### src/rtl/write_dqs_fsm.sv
// Write-path DQS sequencer: orders preamble, data burst, interamble/postamble
// and drives the per-clock DQS bit pair, output enable and write_shift controls.
module write_dqs_fsm #(
  parameter int PRE_LEN   = 4,
  parameter int BURST_LEN = 8,
  parameter int POST_LEN  = 1,
  parameter int MAX_INTER = 6
) (
  input  logic       i_clk,
  input  logic       i_rst,
  input  logic       i_wr_start,
  input  logic [2:0] i_wr_gap,
  input  logic [1:0] i_preamble_bits,
  input  logic [1:0] i_interamble_bits,
  output logic       o_wr_en,
  output logic       o_preamble_load,
  output logic       o_preamble_valid,
  output logic       o_interamble_valid,
  output logic [2:0] o_interamble_shift,
  output logic [1:0] o_dqs,
  output logic       o_dqs_oe,
  output logic       o_busy,
  output logic       o_err
);

  localparam int CW = 4;

  localparam logic [2:0] S_IDLE  = 3'd0;
  localparam logic [2:0] S_PRE   = 3'd1;
  localparam logic [2:0] S_BURST = 3'd2;
  localparam logic [2:0] S_INTER = 3'd3;
  localparam logic [2:0] S_POST  = 3'd4;
  localparam logic [2:0] S_GAP   = 3'd5;

  logic [2:0]    state_q, state_d;
  logic [CW-1:0] cnt_q, cnt_d;
  logic          pend_q, pend_d;
  logic [2:0]    gap_q, gap_d;
  logic          far_q, far_d;

  logic          last;
  logic          eff_pend;
  logic [2:0]    eff_gap;
  logic          gap_is_inter;
  logic [CW-1:0] wait_len;

  assign last     = (cnt_q == '0);
  // A request arriving on the final BURST cycle counts as already pending.
  assign eff_pend = pend_q | i_wr_start;
  assign eff_gap  = pend_q ? gap_q : i_wr_gap;
  assign gap_is_inter = (eff_gap != '0) && (int'(eff_gap) <= MAX_INTER);
  assign wait_len = CW'(gap_q) - CW'(POST_LEN + PRE_LEN);

  always_comb begin
    state_d         = state_q;
    cnt_d           = last ? cnt_q : cnt_q - 1'b1;
    pend_d          = pend_q;
    gap_d           = gap_q;
    far_d           = far_q;
    o_preamble_load = 1'b0;
    o_err           = 1'b0;
    case (state_q)
      S_IDLE: begin
        if (i_wr_start) begin
          state_d         = S_PRE;
          cnt_d           = CW'(PRE_LEN - 1);
          o_preamble_load = 1'b1;
        end
      end
      S_PRE: begin
        o_err = i_wr_start;
        if (last) begin
          state_d = S_BURST;
          cnt_d   = CW'(BURST_LEN - 1);
        end
      end
      S_BURST: begin
        if (i_wr_start) begin
          if (pend_q) begin
            o_err = 1'b1;
          end else begin
            pend_d = 1'b1;
            gap_d  = i_wr_gap;
          end
        end
        if (last) begin
          pend_d = 1'b0;
          gap_d  = eff_gap;
          if (!eff_pend) begin
            state_d = S_POST;
            cnt_d   = CW'(POST_LEN - 1);
          end else if (eff_gap == '0) begin
            state_d = S_BURST;
            cnt_d   = CW'(BURST_LEN - 1);
          end else if (gap_is_inter) begin
            state_d = S_INTER;
            cnt_d   = CW'(eff_gap) - 1'b1;
          end else begin
            state_d = S_POST;
            cnt_d   = CW'(POST_LEN - 1);
            far_d   = 1'b1;
          end
        end
      end
      S_INTER: begin
        o_err = i_wr_start;
        if (last) begin
          state_d = S_BURST;
          cnt_d   = CW'(BURST_LEN - 1);
        end
      end
      S_POST: begin
        o_err = i_wr_start;
        if (last) begin
          if (!far_q) begin
            state_d = S_IDLE;
          end else if (wait_len == '0) begin
            state_d         = S_PRE;
            cnt_d           = CW'(PRE_LEN - 1);
            o_preamble_load = 1'b1;
            far_d           = 1'b0;
          end else begin
            state_d = S_GAP;
            cnt_d   = wait_len - 1'b1;
          end
        end
      end
      S_GAP: begin
        o_err = i_wr_start;
        if (last) begin
          state_d         = S_PRE;
          cnt_d           = CW'(PRE_LEN - 1);
          o_preamble_load = 1'b1;
          far_d           = 1'b0;
        end
      end
      default: begin
        state_d = S_IDLE;
        cnt_d   = '0;
      end
    endcase
  end

  always_ff @(posedge i_clk or negedge i_rst) begin
    if (!i_rst) begin
      state_q <= S_IDLE;
      cnt_q   <= '0;
      pend_q  <= 1'b0;
      gap_q   <= '0;
      far_q   <= 1'b0;
    end else begin
      state_q <= state_d;
      cnt_q   <= cnt_d;
      pend_q  <= pend_d;
      gap_q   <= gap_d;
      far_q   <= far_d;
    end
  end

  assign o_wr_en            = (state_q == S_BURST);
  assign o_preamble_valid   = (state_q == S_PRE);
  assign o_interamble_valid = (state_q == S_INTER);
  assign o_busy             = (state_q != S_IDLE);
  assign o_dqs_oe           = (state_q == S_PRE) || (state_q == S_BURST) ||
                              (state_q == S_INTER) || (state_q == S_POST);

  always_comb begin
    o_interamble_shift = '0;
    if (state_q == S_INTER)
      o_interamble_shift = gap_q;
    else if ((state_q == S_BURST) && last && eff_pend && gap_is_inter)
      o_interamble_shift = eff_gap;
  end

  always_comb begin
    case (state_q)
      S_PRE:   o_dqs = i_preamble_bits;
      S_BURST: o_dqs = 2'b10;
      S_INTER: o_dqs = i_interamble_bits;
      default: o_dqs = 2'b00;
    endcase
  end

endmodule

### config.mk
export PLATFORM = sky130hd
export DESIGN_NAME = write_dqs_fsm
export DESIGN_NICKNAME = d
export VERILOG_FILES = /design/src/rtl/write_dqs_fsm.sv
export SDC_FILE = /design/constraint.sdc
export NUM_CORES = 1
export LEC_CHECK = 0
export CORE_ASPECT_RATIO = 0.9
export CORE_MARGIN = 2
export CORE_UTILIZATION = 55
export DETAILED_ROUTE_END_ITERATION = 7
export HOLD_SLACK_MARGIN = 0.1
export PLACE_DENSITY = 0.83
export SKIP_LAST_GASP = 1
export SLEW_MARGIN = 5
export SYNTH_ARGS = -nofsm -noshare
export SYNTH_HDL_FRONTEND = slang
export SYNTH_SLANG_ARGS = --single-unit
### constraint.sdc
create_clock -name i_clk -period 5.5 [get_ports i_clk]
set_input_delay 1.1 -clock i_clk [delete_from_list [all_inputs] [get_ports i_clk]]
set_output_delay 1.1 -clock i_clk [all_outputs]
set_load 0.01 [all_outputs]
==> summary.txt <==
Run status
  • Status: finished clean

Finish
  • Fin util: ~67%
  • Layout cells sized above 1: 7.143%
  • NumNets Final: ~190
  • Area growth from synthesis to layout: 17.59%
  • # diodes: 0

CTS
  • Clk sinks: 12
  • Resize count post-CTS: 0
  • CTS buffer count: 3
  • Hold Buf Count CTS: 0
  • TritonCTS clock tree: yes
  • Clock transition at path regs: approximately 0.07 ns
  • Root Driver: clkbuf_4
  • H-tree levels: 1
  • CTS Buffer Depth: 2
  • Postcts setup bufs: 0
  • Clk Latency, worst-skew pair: around 0.28 ns

Yosys
  • Yosys top cell by area: dfrtp_1
  • Cell variety after synth: 47
  • Commonest cells post-synth: o21ai_0, nand2_1, a21oi_1, dfrtp_1, inv_1
  • Post-synth top area share: between 20% and 30%
  • Post-synth EDFFs: 0
  • Most common cell in the netlist: o21ai_0
  • Most used DFF post-synth: dfrtp_1
  • Cell Area, Synth: ~1200 µm²
  • Synth top area cells: dfrtp_1, ha_1, o21ai_0
  • Syn Area/Cell: approximately 7.8 µm²
  • YS warnings: 0
  • Syn Nets: 172
  • Synth Register Bits: 12
  • Asr flop ratio synth: 100.0%
  • Post-Synthesis Cells: 155
  • Sequential share of the synthesized area: between 20 and 25%

Floorplan
  • IO Pins: 22
  • Die area: between 2000 and 3000 µm²
  • Die Wd: about 54 µm
  • Rows: 16
  • Die Y: between 40 and 50 µm
  • Core ar.: between 2000 and 2500 µm²
  • Initial core utilization: a little under three fifths

Placed design
  • IO buf count: 21
  • DP HPWL: 2.424 mm
  • GPL Wtd Cong: approximately 0.92
  • Dpl ws: around 1.1 ns

Timing
  • Final worst setup slack: 1.056 ns
  • Setup tns final: 0 ns
  • Slew headroom: roughly 54%
  • Tcrit/Tclk final: about four fifths
  • Slew @ Worst Pin: slightly below 0.7 ns
  • Final Hold Fails: 0
  • FMAX: around 230 MHz
  • WHS: between 0.6 and 0.7 ns
  • Final setup vio count: 0
  • Clock Skews: 0.01260 ns
  • Tmin final: around 4.4 ns
  • Slew Limit Fails: 0
  • RSZ-0062 raised after global routing: false

Drt
  • First-pass detailed-route iteration total: 5
  • Post-Route WL: between 3 and 4 mm
  • Remaining antenna violation count: 0
  • Initial DRC Count: 71
  • # DRC: 0
  • Drt wl/cell: ~17 µm
  • Vias per inst: 6.344
  • Total number of vias: ~1200

Critical path
  • CP required: ~4.4 ns
  • Critical Path End Type: output pin
  • Crit path max-delay cell type: clkdlybuf4s50_1
  • CP top delay family: buffers and inverters
  • CP Cell Sequence: clkdlybuf4s50_1 > mux2i_1 > ha_1 > nand2_1 > nor3b_1 > nand2_1 > o32ai_1 > clkdlybuf4s50_1
  • WP buf/inv: 2
  • CP Launch Type: input port
  • Max incr delay on CP: 0.58 ns
  • Crit Path Class: in2out
  • Worst Path Arrival: between 3 and 4 ns
  • CP Max Fanout: 6

Power and ir drop
  • Total Power: between 0.8 and 0.9 mW
  • P per Cell Area: 611.4 nW/µm²
  • Worst IR Drop VDD: 0.0003466 V
  • Leak Pwr: a little under 0.6 nW

Worst hold path
  • Worst Hold Class: reg2reg

Global route
  • Vias in the first global route: approximately 1200
  • Initial antenna violation count: 0
  • Grt ovf: 0
  • Pin count of the biggest net entering global routing: 21
  • GRT Overall Usage: 28.14%
  • First-pass GRT wire length: 5.430 mm

Run
  • Max-cap violations: 0
logic make-up after synthesis:
| logic type | share of synthesized area [%] |
|---|---|
| mux | 4.938 |
| flops | 24.69 |
| buf+inv | 9.155 |
| fa+ha+maj | 7.201 |
| compound gates | 29.84 |
| simple gates | 21.30 |
| xor+xnor | 2.880 |
flip-flops by register name, summed over array words and instances (netlist names):
signal / flops
pend_q: 1
state_q: 3
cnt_q: 4
far_q: 1
gap_q: 3
cell usage in the layout (no fill, tap or decap), types with 3 or more instances in the layout:
cell type and instances:
clkdlybuf4s50_1 21, o21a_1 3, dfrtp_1 12, clkbuf_4 3, inv_1 11, mux2i_1 6
nor2_1 9, o21ai_0 16, nor3_1 5, ha_1 7, a21oi_1 12, xnor2_1 4
nand3_1 4, nand2_1 14, a31oi_1 3, o2111ai_1 3
through the flow:
step           cell area [µm²]  instances
2_1_floorplan             1216        155
3_3_place_gp              1394        191
3_5_place_dp              1394        191
4_1_cts                   1430        195
5_1_grt                   1430        195
6_report                  1430        195
worst reg2reg max path, cell delays in order (launching register included):
cell       delay (ns)
dfrtp_1          0.40
inv_1            0.09
ha_1             0.20
and2_2           0.31
clkinv_1         0.29
ha_1             0.38
or2_2            0.28
o2111ai_1        0.10
a21oi_1          0.10
o21a_1           0.17
cell type report:
class / count / area, µm²
inverters: 12 / 45.04
flip-flops and latches: 12 / 300.3
repair buffers: 21 / 210.2
clock buffers: 4 / 36.28
fillers: 173 / 711.9
multi-input cells: 119 / 804.5
well taps: 27 / 33.78
layer usage:
layer | vias up | global-route usage, % | part of all wire (%)
met2 | 54 | 43.62 | 50
met3 | 2 | 5.864 | 7.3
met5 | - | 0 | 0
met4 | 0 | 7.265 | 0.34
li1 | 590 | - | -
met1 | 591 | 39.38 | 42
worst paths after layout:
| check | from | endpoint | slack (ns) | cells past startpoint |
|---|---|---|---|---|
| max | i_wr_gap[0] | o_interamble_shift[2] | 1.06 | 8 |
| min | cnt_q[2] | cnt_q[2] | 0.62 | 3 |
| max reg2reg | cnt_q[0] | cnt_q[0] | 3.07 | 9 |
| min reg2reg | cnt_q[2] | cnt_q[2] | 0.62 | 3 |
| max in group asynchronous | i_rst | gap_q[1] | 3.91 | 1 |
| min in group asynchronous | i_rst | state_q[1] | 1.19 | 1 |
where the power goes:
group / total (mW) / leakage [nW] / switching (mW) / internal, mW
logic: 0.585 / 0.413 / 0.310 / 0.274
clock network: 0.0718 / 0.0210 / 0.0315 / 0.0403
registers: 0.218 / 0.143 / 0.0900 / 0.128
(Power assumes the default switching activity.)
